<file path="src/rtl/tx_arb_pkg.sv">
// Shared state encoding, default block width and width helpers for the TX block arbiter.
package tx_arb_pkg;

    localparam int unsigned DEF_BLOCK_W = 128;

    localparam logic [1:0] ST_IDLE  = 2'd0;
    localparam logic [1:0] ST_OFFER = 2'd1;
    localparam logic [1:0] ST_WAIT  = 2'd2;

    typedef enum logic [1:0] {
        IDLE      = ST_IDLE,
        OFFER     = ST_OFFER,
        WAIT_DONE = ST_WAIT
    } arb_state_e;

    // Ceiling log2; returns 0 for values of 0 or 1.
    function automatic int unsigned clog2(input int unsigned value);
        int unsigned width;
        width = 0;
        while ((64'd1 << width) < 64'(value)) width++;
        return width;
    endfunction

    // Index width for n entries, never narrower than one bit.
    function automatic int unsigned idx_w(input int unsigned n);
        return (n > 1) ? clog2(n) : 1;
    endfunction

endpackage

</file>
<file path="src/rtl/rr_pick.sv">
// Combinational round-robin selector: first set bit of 'full' after 'last', wrapping modulo N_REQ.
module rr_pick
    import tx_arb_pkg::*;
#(
    parameter int unsigned  N_REQ = 2,
    localparam int unsigned IW    = idx_w(N_REQ)
) (
    input  logic [N_REQ-1:0] full,
    input  logic [IW-1:0]    last,
    output logic             found_c,
    output logic [IW-1:0]    idx_c
);

    // Scan last+1 .. last+N_REQ; the wrap is an explicit subtract so non-power-of-2 counts work.
    always_comb begin
        int unsigned cand;
        found_c = 1'b0;
        idx_c   = '0;
        cand    = 0;
        for (int unsigned k = 1; k <= N_REQ; k++) begin
            cand = 32'(last) + k;
            if (cand >= N_REQ) cand = cand - N_REQ;
            if (!found_c && full[IW'(cand)]) begin
                found_c = 1'b1;
                idx_c   = IW'(cand);
            end
        end
    end

endmodule

</file>
<file path="src/rtl/tx_block_arbiter.sv">
// Round-robin sharing of the 128-bit block serializer between N_REQ producers, with watchdog abort.
module tx_block_arbiter
    import tx_arb_pkg::*;
#(
    parameter int unsigned  N_REQ   = 2,
    parameter int unsigned  BLOCK_W = DEF_BLOCK_W,
    parameter int unsigned  TIMEOUT = 4096,
    localparam int unsigned GW      = idx_w(N_REQ)
) (
    input  logic                     clk,
    input  logic                     reset,
    input  logic [N_REQ-1:0]         req_valid,
    input  logic [N_REQ*BLOCK_W-1:0] req_data,
    output logic [N_REQ-1:0]         req_ready,
    output logic [BLOCK_W-1:0]       blk_data,
    output logic                     blk_empty,
    input  logic                     blk_read,
    input  logic                     shift_done,
    output logic [GW-1:0]            grant_id,
    output logic                     busy,
    output logic                     timeout_err
);

    localparam int unsigned WD_W = clog2(TIMEOUT) + 1;

    arb_state_e         state_q, state_n;
    logic [BLOCK_W-1:0] slot_q [N_REQ];
    logic [BLOCK_W-1:0] slot_n [N_REQ];
    logic [N_REQ-1:0]   full_q, full_n;
    logic [GW-1:0]      last_q, last_n;
    logic [WD_W-1:0]    wd_q, wd_n;
    logic [BLOCK_W-1:0] blk_data_n;
    logic               blk_empty_n;
    logic [GW-1:0]      grant_n;
    logic               terr_n;
    logic [N_REQ-1:0]   ready_n;
    logic               pick_found_c;
    logic [GW-1:0]      pick_idx_c;

    rr_pick #(.N_REQ(N_REQ)) u_rr_pick (
        .full    (full_q),
        .last    (last_q),
        .found_c (pick_found_c),
        .idx_c   (pick_idx_c)
    );

    // Next-state: slot capture, grant/offer handshake and watchdog.
    always_comb begin
        state_n     = state_q;
        slot_n      = slot_q;
        full_n      = full_q;
        last_n      = last_q;
        wd_n        = wd_q;
        blk_data_n  = blk_data;
        blk_empty_n = blk_empty;
        grant_n     = grant_id;
        terr_n      = timeout_err;
        ready_n     = '0;

        // Only slots empty at cycle start accept; a slot freed this cycle refills next cycle.
        for (int unsigned i = 0; i < N_REQ; i++) begin
            if (req_valid[i] && !full_q[i]) begin
                slot_n[i]  = req_data[i*BLOCK_W +: BLOCK_W];
                full_n[i]  = 1'b1;
                ready_n[i] = 1'b1;
            end
        end

        case (state_q)
            IDLE: begin
                if (pick_found_c) begin
                    grant_n     = pick_idx_c;
                    blk_data_n  = slot_q[pick_idx_c];
                    blk_empty_n = 1'b0;
                    state_n     = OFFER;
                end
            end
            OFFER: begin
                if (blk_read) begin
                    full_n[grant_id] = 1'b0;
                    blk_empty_n      = 1'b1;
                    wd_n             = '0;
                    state_n          = WAIT_DONE;
                end
            end
            WAIT_DONE: begin
                if (shift_done) begin
                    last_n  = grant_id;
                    state_n = IDLE;
                end else if (wd_q == WD_W'(TIMEOUT - 1)) begin
                    // Abandon the block; it is not retried.
                    terr_n  = 1'b1;
                    last_n  = grant_id;
                    state_n = IDLE;
                end else begin
                    wd_n = wd_q + WD_W'(1);
                end
            end
            default: state_n = IDLE;
        endcase
    end

    // State and registered outputs; synchronous active-low reset discards all held blocks.
    always_ff @(posedge clk) begin
        if (!reset) begin
            state_q     <= IDLE;
            for (int unsigned i = 0; i < N_REQ; i++) slot_q[i] <= '0;
            full_q      <= '0;
            last_q      <= GW'(N_REQ - 1);
            wd_q        <= '0;
            req_ready   <= '0;
            blk_data    <= '0;
            blk_empty   <= 1'b1;
            grant_id    <= '0;
            busy        <= 1'b0;
            timeout_err <= 1'b0;
        end else begin
            state_q     <= state_n;
            slot_q      <= slot_n;
            full_q      <= full_n;
            last_q      <= last_n;
            wd_q        <= wd_n;
            req_ready   <= ready_n;
            blk_data    <= blk_data_n;
            blk_empty   <= blk_empty_n;
            grant_id    <= grant_n;
            busy        <= (state_n != IDLE);
            timeout_err <= terr_n;
        end
    end

endmodule

</file>
<file path="config.mk">
export PLATFORM = sky130hd
export DESIGN_NAME = tx_block_arbiter
export DESIGN_NICKNAME = d
export VERILOG_FILES = /design/src/rtl/tx_arb_pkg.sv /design/src/rtl/rr_pick.sv /design/src/rtl/tx_block_arbiter.sv
export SDC_FILE = /design/constraint.sdc
export NUM_CORES = 1
export LEC_CHECK = 0
export BUFFER_PORTS_ARGS = -buffer_cell sky130_fd_sc_hd__buf_2
export CAP_MARGIN = 20
export CORE_ASPECT_RATIO = 1.2
export CORE_MARGIN = 10
export CORE_UTILIZATION = 40
export CTS_CLUSTER_DIAMETER = 30
export CTS_CLUSTER_SIZE = 8
export DETAILED_ROUTE_END_ITERATION = 6
export PLACE_DENSITY = 0.65
export SLEW_MARGIN = 30
export SYNTH_ARGS = -nofsm -noshare
export SYNTH_HDL_FRONTEND = slang
export SYNTH_SLANG_ARGS = --single-unit
export TNS_END_PERCENT = 10
</file>
<file path="constraint.sdc">
create_clock -name clk -period 1.7 [get_ports clk]
set_input_delay 0.085 -clock clk [delete_from_list [all_inputs] [get_ports clk]]
set_output_delay 0.085 -clock clk [all_outputs]
set_load 0.02 [all_outputs]
</file>
==> results of run 1 <==
[flip-flops by register name, summed over array words and instances (netlist names)]
name and cells:
busy 1, wd_q 13, req_ready 2, blk_data 128
slot_q 256, timeout_err 1, blk_empty 1, full_q 2
state_q 2, grant_id 1, last_q 1
[worst max-delay path: stages, from the launching register on]
cell	delay, ns
dfxtp_2	0.31
ha_2	0.18
nand4_1	0.16
nor4_4	0.07
a2bb2oi_4	0.17
or4b_1	0.48
a21oi_1	0.16
[timing repair]
item | CTS | global route
endpoints found under the hold margin | 275 | 0
gates resized for setup | 1 | 16
hold buffers | 261 | 0
pin swaps | 1 | 3
endpoints found under the setup margin | 1 | 24
[final timing paths]
check	startpoint	endpoint	slack, ns	depth (start not counted)
worst max-delay path	wd_q[0]$_SDFFE_PN0P_	wd_q[11]$_SDFFE_PN0P_	0.09	6
worst max register to register	wd_q[0]$_SDFFE_PN0P_	wd_q[11]$_SDFFE_PN0P_	0.09	6
worst min-delay path	req_valid[1]	slot_q[44]$_SDFFE_PN0P_	0.11	5
worst min register to register	slot_q[152]$_SDFFE_PN0P_	slot_q[152]$_SDFFE_PN0P_	0.46	2
[Yosys cell counts, types with 2 or more instances]
cell	n	area share
o21ai_0	7	0.0022
dfxtp_1	408	0.50
and2_1	5	0.0019
and3_1	2	0.00077
clkbuf_1	101	0.023
buf_1	3	0.00069
nand3_1	7	0.0022
o211a_1	128	0.079
buf_4	2	0.00092
nand2_1	649	0.15
inv_1	2	0.00046
a21oi_1	5	0.0015
o31ai_1	2	0.00092
xnor2_1	6	0.0032
o21a_1	2	0.00092
nor2b_1	4	0.0015
or4_1	2	0.00092
buf_2	39	0.012
nor2_1	9	0.0021
nor3_1	3	0.00092
mux2i_1	130	0.080
nand2b_1	2	0.00077
a21boi_0	258	0.12
nor3b_1	2	0.00092
a31oi_1	2	0.00077
nand4_1	2	0.00077
[cell families after synthesis]
kind of cell | count (synthesis) | synth area share
muxes | 130 | 0.08012
adders and majority gates | 1 | 0.0007702
and+or+nand+nor | 695 | 0.1672
xor gates and xnor gates | 6 | 0.003235
buffers and inverters | 148 | 0.03767
DFF | 408 | 0.5029
AOI/OAI and AO/OA | 410 | 0.2081
[final cells by class]
cell class,instances,area (um^2)
clock buffers,114,2380
flip-flops and latches,408,8175
well taps,533,666.9
diodes,10,25.02
repair buffers,723,5489
fillers,3115,14980
inverters,3,11.26
multi-input cells,1242,7555
clock inverters,46,651.9
[routing by layer]
metal | up-vias | track usage
met3 | 155 | 0.05916
li1 | 7432 | -
met5 | - | 0
met2 | 557 | 0.3726
met4 | 0 | 0.1175
met1 | 7484 | 0.2472
[report_power, final]
group          internal [W]  leakage, nW  switching [W]
logic               0.00205         6.93        0.00251
clock network        0.0118         1.47        0.00544
registers            0.0104         3.36       0.000463
total                0.0243         11.8        0.00842
[per-stage QoR]
stage / area (um^2) / util / hold WS, ns
2_1_floorplan: 16240 / - / 0.2296
3_3_place_gp: 19220 / 0.4813 / 0.3339
3_5_place_dp: 19220 / 0.4813 / 0.3411
4_1_cts: 24870 / 0.6227 / 0.08865
5_1_grt: 24950 / 0.6246 / 0.1310
6_report: 24950 / 0.6248 / 0.1085
==> impl_metrics.tcl, run 1 <==
set metrics [dict create \
    run_status "complete, no violations" \
    ios 396 \
    dr_wl_met3_um 3814 \
    num_rows 80 \
    final_cell_mix "649 x nand2_1, 402 x dfxtp_1, 394 x buf_2" \
    dieArea_um2 49100 \
    wire_per_inst_um 17.88 \
    p_per_area_nw_per_um2 1310 \
    antenna_found_initial 7 \
    num-nets-final 2727 \
    synth_area_um2 16240 \
    rsz0062_at_grt "yes" \
    dr.pass1.iters 5 \
    grtUsageTotal 0.2194 \
    ys.flop_type "dfxtp_1" \
    synth_area_per_cell_um2 9.033 \
    ys_async_sr_fraction 0 \
    syn_nets 2061 \
    max_slew_margin 0.7116 \
    seq_area_frac_synth 0.5029 \
    clk_pin_slew_worst_paths_ns 0.04 \
    synth_edf_count 0 \
    setup_slack_ns 0.08814 \
    slew_viol_final 0 \
    power_w 0.03269 \
    final_common_cell "nand2_1" \
    crit_fanout 9 \
    maxCapViolCount 0 \
    power.leakage_nw 11.76 \
    max-vdd-ir-drop_uv 1121 \
    worst_skew_pair.late_latency_ns 0.61 \
    final_hold_viol_count 0 \
    dr_total_vias 15630 \
    cp-end-kind "register" \
    htreeDepth 3 \
    finalSetupTns_ns 0 \
    root_buffer "clkbuf_16" \
    grt_first_pass_wirelength_um 87660 \
    timing.final.crit_share 0.9482 \
    cts_setup_buffers 0 \
    synth_warnings 0 \
    post-dp-hpwl_um 33480 \
    wl_met1_um 21750 \
    routed_via_density 5.076 \
    stdcell_count 3079 \
    drtIter0Drc 794 \
    clock-sinks 408 \
    drive_gt1_frac 0.2476 \
    cp-start-kind "register" \
    cts_buffers 86 \
    worst_pin_slew_ns 0.4325 \
    coreArea_um2 39940 \
    initial_core_util 0.4067 \
    highest_layer "met4" \
    met2_length_um 27290 \
    hp-class "in2reg" \
    syn_inst 1798 \
    routed_wl_um 55040 \
    finalWeightedCongestion 0.8047 \
    cts_tree "built" \
    synth_cell_type_count 42 \
    max_freq_ghz 0.6204 \
    grt_pass1_vias 16280 \
    setup_viol 0 \
    area_growth_pct 53.64 \
    critPathRequiredTime_ns 2.21 \
    path_class "reg2reg" \
    grt_max_degree 76 \
    die_h_um 240.7 \
    crit_arrival_ns 2.13 \
    fin_worst_skew_ns 0.02822 \
    min_period_ns 1.612 \
    post-route-drc-count 0 \
    place_ws_ns -0.005226 \
    ys_ff_latch 408 \
    clockBufferDepth 3 \
    ant_nets 0 \
    overflow 0 \
    place_inst 2648 \
    io_buffers 395 \
    die_x_um 204.0 \
]
No activity file was read; power rests on OpenSTA's default activity.
==> run 2, diff against run 1 <==
--- a/config.mk
+++ b/config.mk
@@ -7,7 +7,6 @@
 export LEC_CHECK = 0
 export BUFFER_PORTS_ARGS = -buffer_cell sky130_fd_sc_hd__buf_2
 export CAP_MARGIN = 20
-export CORE_ASPECT_RATIO = 1.2
 export CORE_MARGIN = 10
 export CORE_UTILIZATION = 40
 export CTS_CLUSTER_DIAMETER = 30
==> constraint.sdc (replaced) <==
create_clock -name clk -period 2 [get_ports clk]
set_input_delay 0.1 -clock clk [delete_from_list [all_inputs] [get_ports clk]]
set_output_delay 0.1 -clock clk [all_outputs]
set_load 0.02 [all_outputs]
==> impl_metrics.tcl, run 2 (same netlist as run 1, synthesis figures left out) <==
set metrics [dict create \
    run_status "complete, no violations" \
    rr_startpoint "full_q[1]$_SDFF_PN0_" \
    crit_arrival_ns 2.40 \
    grtUsageTotal 0.2122 \
    intPower_w 0.02157 \
    swShare 0.2538 \
    holdPathStages 5 \
    post-dp-hpwl_um 32290 \
    slew_viol_final 0 \
    cp-end-kind "register" \
    seq_power_share 0.320 \
    routed_via_density 5.030 \
    p_sw_w 0.007337 \
    crit_fanout 85 \
    cp_top_family "buffers and inverters" \
    wire_per_inst_um 17.85 \
    drtIter0Drc 1040 \
    cts_buffers 94 \
    fin_worst_skew_ns 0.01429 \
    top_register "slot_q" \
    worstHoldEndpoint "slot_q[19]$_SDFFE_PN0P_" \
    clock-sinks 408 \
    clockBufferDepth 3 \
    num-nets-final 2707 \
    die_h_um 221.5 \
    post-route-drc-count 0 \
    maxCapViolCount 0 \
    max-vdd-ir-drop_uv 691.4 \
    largest_reg_flops 256 \
    root_buffer "clkbuf_16" \
    critPathRequiredTime_ns 2.53 \
    max_freq_ghz 0.5355 \
    area_growth_pct 53.41 \
    cp-start-kind "register" \
    num_rows 73 \
    finalSetupTns_ns 0 \
    worst_pin_slew_ns 0.5474 \
    final_cell_mix "649 x nand2_1, 408 x dfxtp_1, 394 x buf_2" \
    path_class "reg2reg" \
    timing.final.crit_share 0.9337 \
    worst_path_largest_cell_delay_ns 0.56 \
    dr_total_vias 15380 \
    antenna_found_initial 10 \
    power.leakage_nw 11.74 \
    crit_chain "nor2b_4 -> buf_12 -> nand2_1 -> a21boi_0 -> dlygate4sd3_1" \
    rsz0062_at_grt "no" \
    ff2ff_path_depth 5 \
    ant_nets 0 \
    die_x_um 221.5 \
    routed_wl_um 54590 \
    dieArea_um2 49060 \
    worst_skew_pair.late_latency_ns 0.61 \
    htreeDepth 3 \
    setup_viol 0 \
    min_period_ns 1.867 \
    initial_core_util 0.4069 \
    clockPowerShare 0.552 \
    cp_slowest_cell "dlygate4sd3_1" \
    final_common_cell "nand2_1" \
    ios 396 \
    cts_resized 0 \
    hold_start "req_valid[1]" \
    drive_gt1_frac 0.2391 \
    r2r_slack_ns 0.13 \
    grt_max_degree 91 \
    hold_slack_ns 0.07365 \
    hp-class "in2reg" \
    final_hold_viol_count 0 \
    cp_num_buf_inv 2 \
    cts_tree "built" \
    coreArea_um2 39910 \
    dpl_cell_area_um2 18810 \
    p_per_area_nw_per_um2 1160 \
    comb_power_share 0.128 \
    reg_top3 "slot_q: 256 flops, blk_data: 128 flops, wd_q: 13 flops" \
    dr.pass1.iters 5 \
    n_fill_cell 3156 \
    grt_pass1_vias 16110 \
    grt_first_pass_wirelength_um 86280 \
    finalWeightedCongestion 0.7838 \
    clk_pin_slew_worst_paths_ns 0.05 \
    io_buffers 395 \
    fin_area_um2 24920 \
    max_slew_margin 0.6351 \
    overflow 0 \
    r2r-end "slot_q[7]$_SDFFE_PN0P_" \
]
-- run 2: cell types whose count changed in the layout (fill, tap and decap cells not counted), moves of 7 or more --
| cell | delta |
|---|---|
| buf_4 | -25 |
| buf_12 | -8 |
| dlygate4sd3_1 | +7 |
| clkbuf_1 | -8 |
| clkbuf_16 | +8 |
-- run 2: worst max path at each step --
stage	endpoint	cells after the start	startpoint
floorplan	last_q$_SDFFE_PN1P_	7	wd_q[0]$_SDFFE_PN0P_
global placement	last_q$_SDFFE_PN1P_	7	wd_q[0]$_SDFFE_PN0P_
detailed placement	wd_q[5]$_SDFFE_PN0P_	6	wd_q[0]$_SDFFE_PN0P_
CTS	slot_q[24]$_SDFFE_PN0P_	5	full_q[1]$_SDFF_PN0_
global route	slot_q[7]$_SDFFE_PN0P_	5	full_q[1]$_SDFF_PN0_
finish	slot_q[7]$_SDFFE_PN0P_	5	full_q[1]$_SDFF_PN0_
-- run 2: metal layers --
layer	vias up	global-route usage	share of wire
li1	7407	-	-
met1	7308	0.2449	0.41
met2	535	0.3559	0.48
met3	132	0.05747	0.066
met4	0	0.1061	0.036
met5	-	0	0
-- run 2: area by class of cell --
class / count / area (um^2) / share of cell area
flip-flops and latches: 408 / 8168 / 0.3278
multi-input cells: 1242 / 7511 / 0.3014
repair buffers: 695 / 5172 / 0.2076
clock buffers: 118 / 2605 / 0.1045
clock inverters: 56 / 764.5 / 0.03068
well taps: 525 / 656.9 / 0.02636
diodes: 11 / 27.53 / 0.001105
inverters: 3 / 11.26 / 0.0004519
-- run 2: power groups by stage --
stage          Sequential (W)  Combinational (W)  Clock (W)
2_1_floorplan         0.00969            0.00160          0
3_3_place_gp          0.00934            0.00321          0
3_5_place_dp          0.00936            0.00325          0
4_1_cts               0.00922            0.00369     0.0162
5_1_grt               0.00930            0.00402     0.0167
6_report              0.00924            0.00370     0.0160
-- run 2: timing repair --
| item | CTS | global route |
|---|---|---|
| endpoints found under the setup margin | 0 | 3 |
| hold buffers | 268 | 0 |
| hold endpoints to repair | 281 | 0 |
| buffers inserted | 0 | 4 |
-- run 2: stage by stage --
step                power [W]  cells  worst slack (ns)  utilization
finish                0.02891   3058            0.1326       0.6242
global route          0.02999   3055           0.02474       0.6241
CTS                   0.02912   3043           0.02303       0.6228
detailed placement    0.01262   2601            0.2237       0.4712
global placement      0.01255   2601            0.2955       0.4712
floorplan             0.01129   1798            0.3715            -
-- run 2: worst min-delay path, delay by kind of cell --
family	cells	cell delay, ns
simple gates	2	0.15
compound gates	1	0.06
buf+inv	2	0.29
==> run 3, diff against run 2 <==
--- a/config.mk
+++ b/config.mk
@@ -9,6 +9,7 @@
 export CAP_MARGIN = 20
 export CORE_MARGIN = 10
 export CORE_UTILIZATION = 40
+export CTS_BUF_LIST = sky130_fd_sc_hd__clkbuf_4 sky130_fd_sc_hd__clkbuf_8
 export CTS_CLUSTER_DIAMETER = 30
 export CTS_CLUSTER_SIZE = 8
 export DETAILED_ROUTE_END_ITERATION = 6
==> impl_metrics.tcl, run 3 (same netlist as run 1, synthesis figures left out) <==
set metrics [dict create \
    run_status "complete, no violations" \
    cp-end-kind "register" \
    grtUsageMet3 0.05576 \
    grt_first_pass_wirelength_um 84530 \
    startpoint "full_q[1]$_SDFF_PN0_" \
    clock-sinks 408 \
    htreeDepth 3 \
    clockBufferDepth 3 \
    routed_wl_um 53240 \
    grtUsageTotal 0.2076 \
    final_common_cell "nand2_1" \
    coreArea_um2 39910 \
    maxCapViolCount 0 \
    io_buffers 395 \
    dieArea_um2 49060 \
    die_h_um 221.5 \
    cts_tree "built" \
    drive_gt1_frac 0.2421 \
    r2r-end "slot_q[10]$_SDFFE_PN0P_" \
    die_x_um 221.5 \
    post-route-drc-count 0 \
    worst_pin_slew_ns 0.5595 \
    root_buffer "clkbuf_8" \
    cp_slowest_cell "dlygate4sd3_1" \
    worst_path_largest_cell_delay_ns 0.58 \
    max_slew_margin 0.6270 \
    power_w 0.02418 \
    ff2ff_path_depth 5 \
    cp-start-kind "register" \
    dr_total_vias 15170 \
    crit_arrival_ns 2.46 \
    cts_buffers 94 \
    dr.pass1.iters 5 \
    fin_util 0.5992 \
    crit_chain "nor2b_4 -> buf_16 -> nand2_1 -> a21boi_0 -> dlygate4sd3_1" \
    drtIter0Drc 1119 \
    p_per_area_nw_per_um2 1011 \
    met1_usage 0.2423 \
    post-dp-hpwl_um 32290 \
    grt_pass1_vias 15800 \
    slew_viol_final 0 \
    top_register "slot_q" \
    routed_via_density 4.950 \
    timing.final.crit_share 0.9486 \
    max_freq_ghz 0.5271 \
    area_growth_pct 47.25 \
    largest_reg_flops 256 \
    wire_per_inst_um 17.38 \
    final_hold_viol_count 0 \
    r2r_slack_ns 0.10 \
    finalWeightedCongestion 0.7838 \
    min_period_ns 1.897 \
    grt_max_degree 91 \
    num_rows 73 \
    hp-class "in2reg" \
    ant_nets 0 \
    num-nets-final 2713 \
    initial_core_util 0.4069 \
    critPathRequiredTime_ns 2.56 \
    gr-max-usage-layer "met2" \
    path_class "reg2reg" \
    crit_fanout 85 \
    clk_pin_slew_worst_paths_ns 0.06 \
    worst_skew_pair.late_latency_ns 0.65 \
    rr_startpoint "full_q[1]$_SDFF_PN0_" \
    antenna_found_initial 11 \
    final_cell_mix "649 x nand2_1, 408 x dfxtp_1, 394 x buf_2" \
    overflow 0 \
    crit_path_end "slot_q[10]$_SDFFE_PN0P_" \
    setup_viol 0 \
    grtUsageMet2 0.3484 \
    max-vdd-ir-drop_uv 551.2 \
    power.leakage_nw 11.32 \
    ios 396 \
    reg_top3 "slot_q: 256 flops, blk_data: 128 flops, wd_q: 13 flops" \
    fin_worst_skew_ns 0.02668 \
]
==> run 3: layout make-up <==
cell class                      count  area, um^2
Fill cell                        3310       16000
Sequential cell                   408        8168
Multi-Input combinational cell   1242        7511
Timing Repair Buffer              701        5255
Clock buffer                      118        1562
Clock inverter                     56       725.7
Tap cell                          525       656.9
Antenna cell                       11       27.53
Inverter                            3       11.26
==> run 3: worst min-delay path by stage <==
stage / start / end / slack, ns / depth (start not counted)
after floorplan: blk_read / full_q[1]$_SDFF_PN0_ / 0.24 / 1
after global placement: req_data[47] / slot_q[175]$_SDFFE_PN0P_ / 0.35 / 3
after detailed placement: req_data[70] / slot_q[198]$_SDFFE_PN0P_ / 0.36 / 3
after CTS: req_valid[1] / slot_q[9]$_SDFFE_PN0P_ / 0.003 / 4
after global routing: req_valid[1] / slot_q[9]$_SDFFE_PN0P_ / 0.07 / 5
final: req_valid[1] / slot_q[9]$_SDFFE_PN0P_ / 0.08 / 5
==> run 3: metal layers <==
metal | vias up | routed length (um)
li1 | 7405 | -
met1 | 7187 | 22560
met2 | 476 | 25640
met3 | 99 | 3427
met4 | 0 | 1608
met5 | - | 0
==> run 3: stage by stage <==
| step | instance area [um^2] | hold WS [ns] | TNS (ns) | std cells | worst slack [ns] |
|---|---|---|---|---|---|
| after floorplan | 16240 | 0.2446 | 0 | 1798 | 0.3715 |
| after global placement | 18810 | 0.3505 | 0 | 2601 | 0.2955 |
| after detailed placement | 18810 | 0.3573 | 0 | 2601 | 0.2237 |
| after CTS | 23850 | 0.003336 | 0 | 3050 | 0.03630 |
| after global routing | 23910 | 0.07269 | -0.008112 | 3062 | -0.004303 |
| final | 23920 | 0.07680 | 0 | 3064 | 0.1028 |
==> run 3: worst max-delay path: cells and delay by family, from the launching register on <==
kind,cells,cell delay [ns]
and+or+nand+nor,2,0.29
DFF,1,0.39
AOI/OAI and AO/OA,1,0.21
buffers and inverters,2,0.88
==> run 3: where the power goes <==
| part | internal (W) | switching [W] | total [W] |
|---|---|---|---|
| Combinational | 0.00162 | 0.00208 | 0.00371 |
| Sequential | 0.00881 | 0.000395 | 0.00921 |
| Clock | 0.00716 | 0.00410 | 0.0113 |
| Total | 0.0176 | 0.00658 | 0.0242 |
==> run 3: repair_timing <==
| action | in CTS | in global routing |
|---|---|---|
| hold buffers | 275 | 0 |
| hold endpoints to repair | 281 | 0 |
| setup buffers | 0 | 3 |
| resized for setup | 0 | 1 |
| setup endpoints to repair | 0 | 4 |
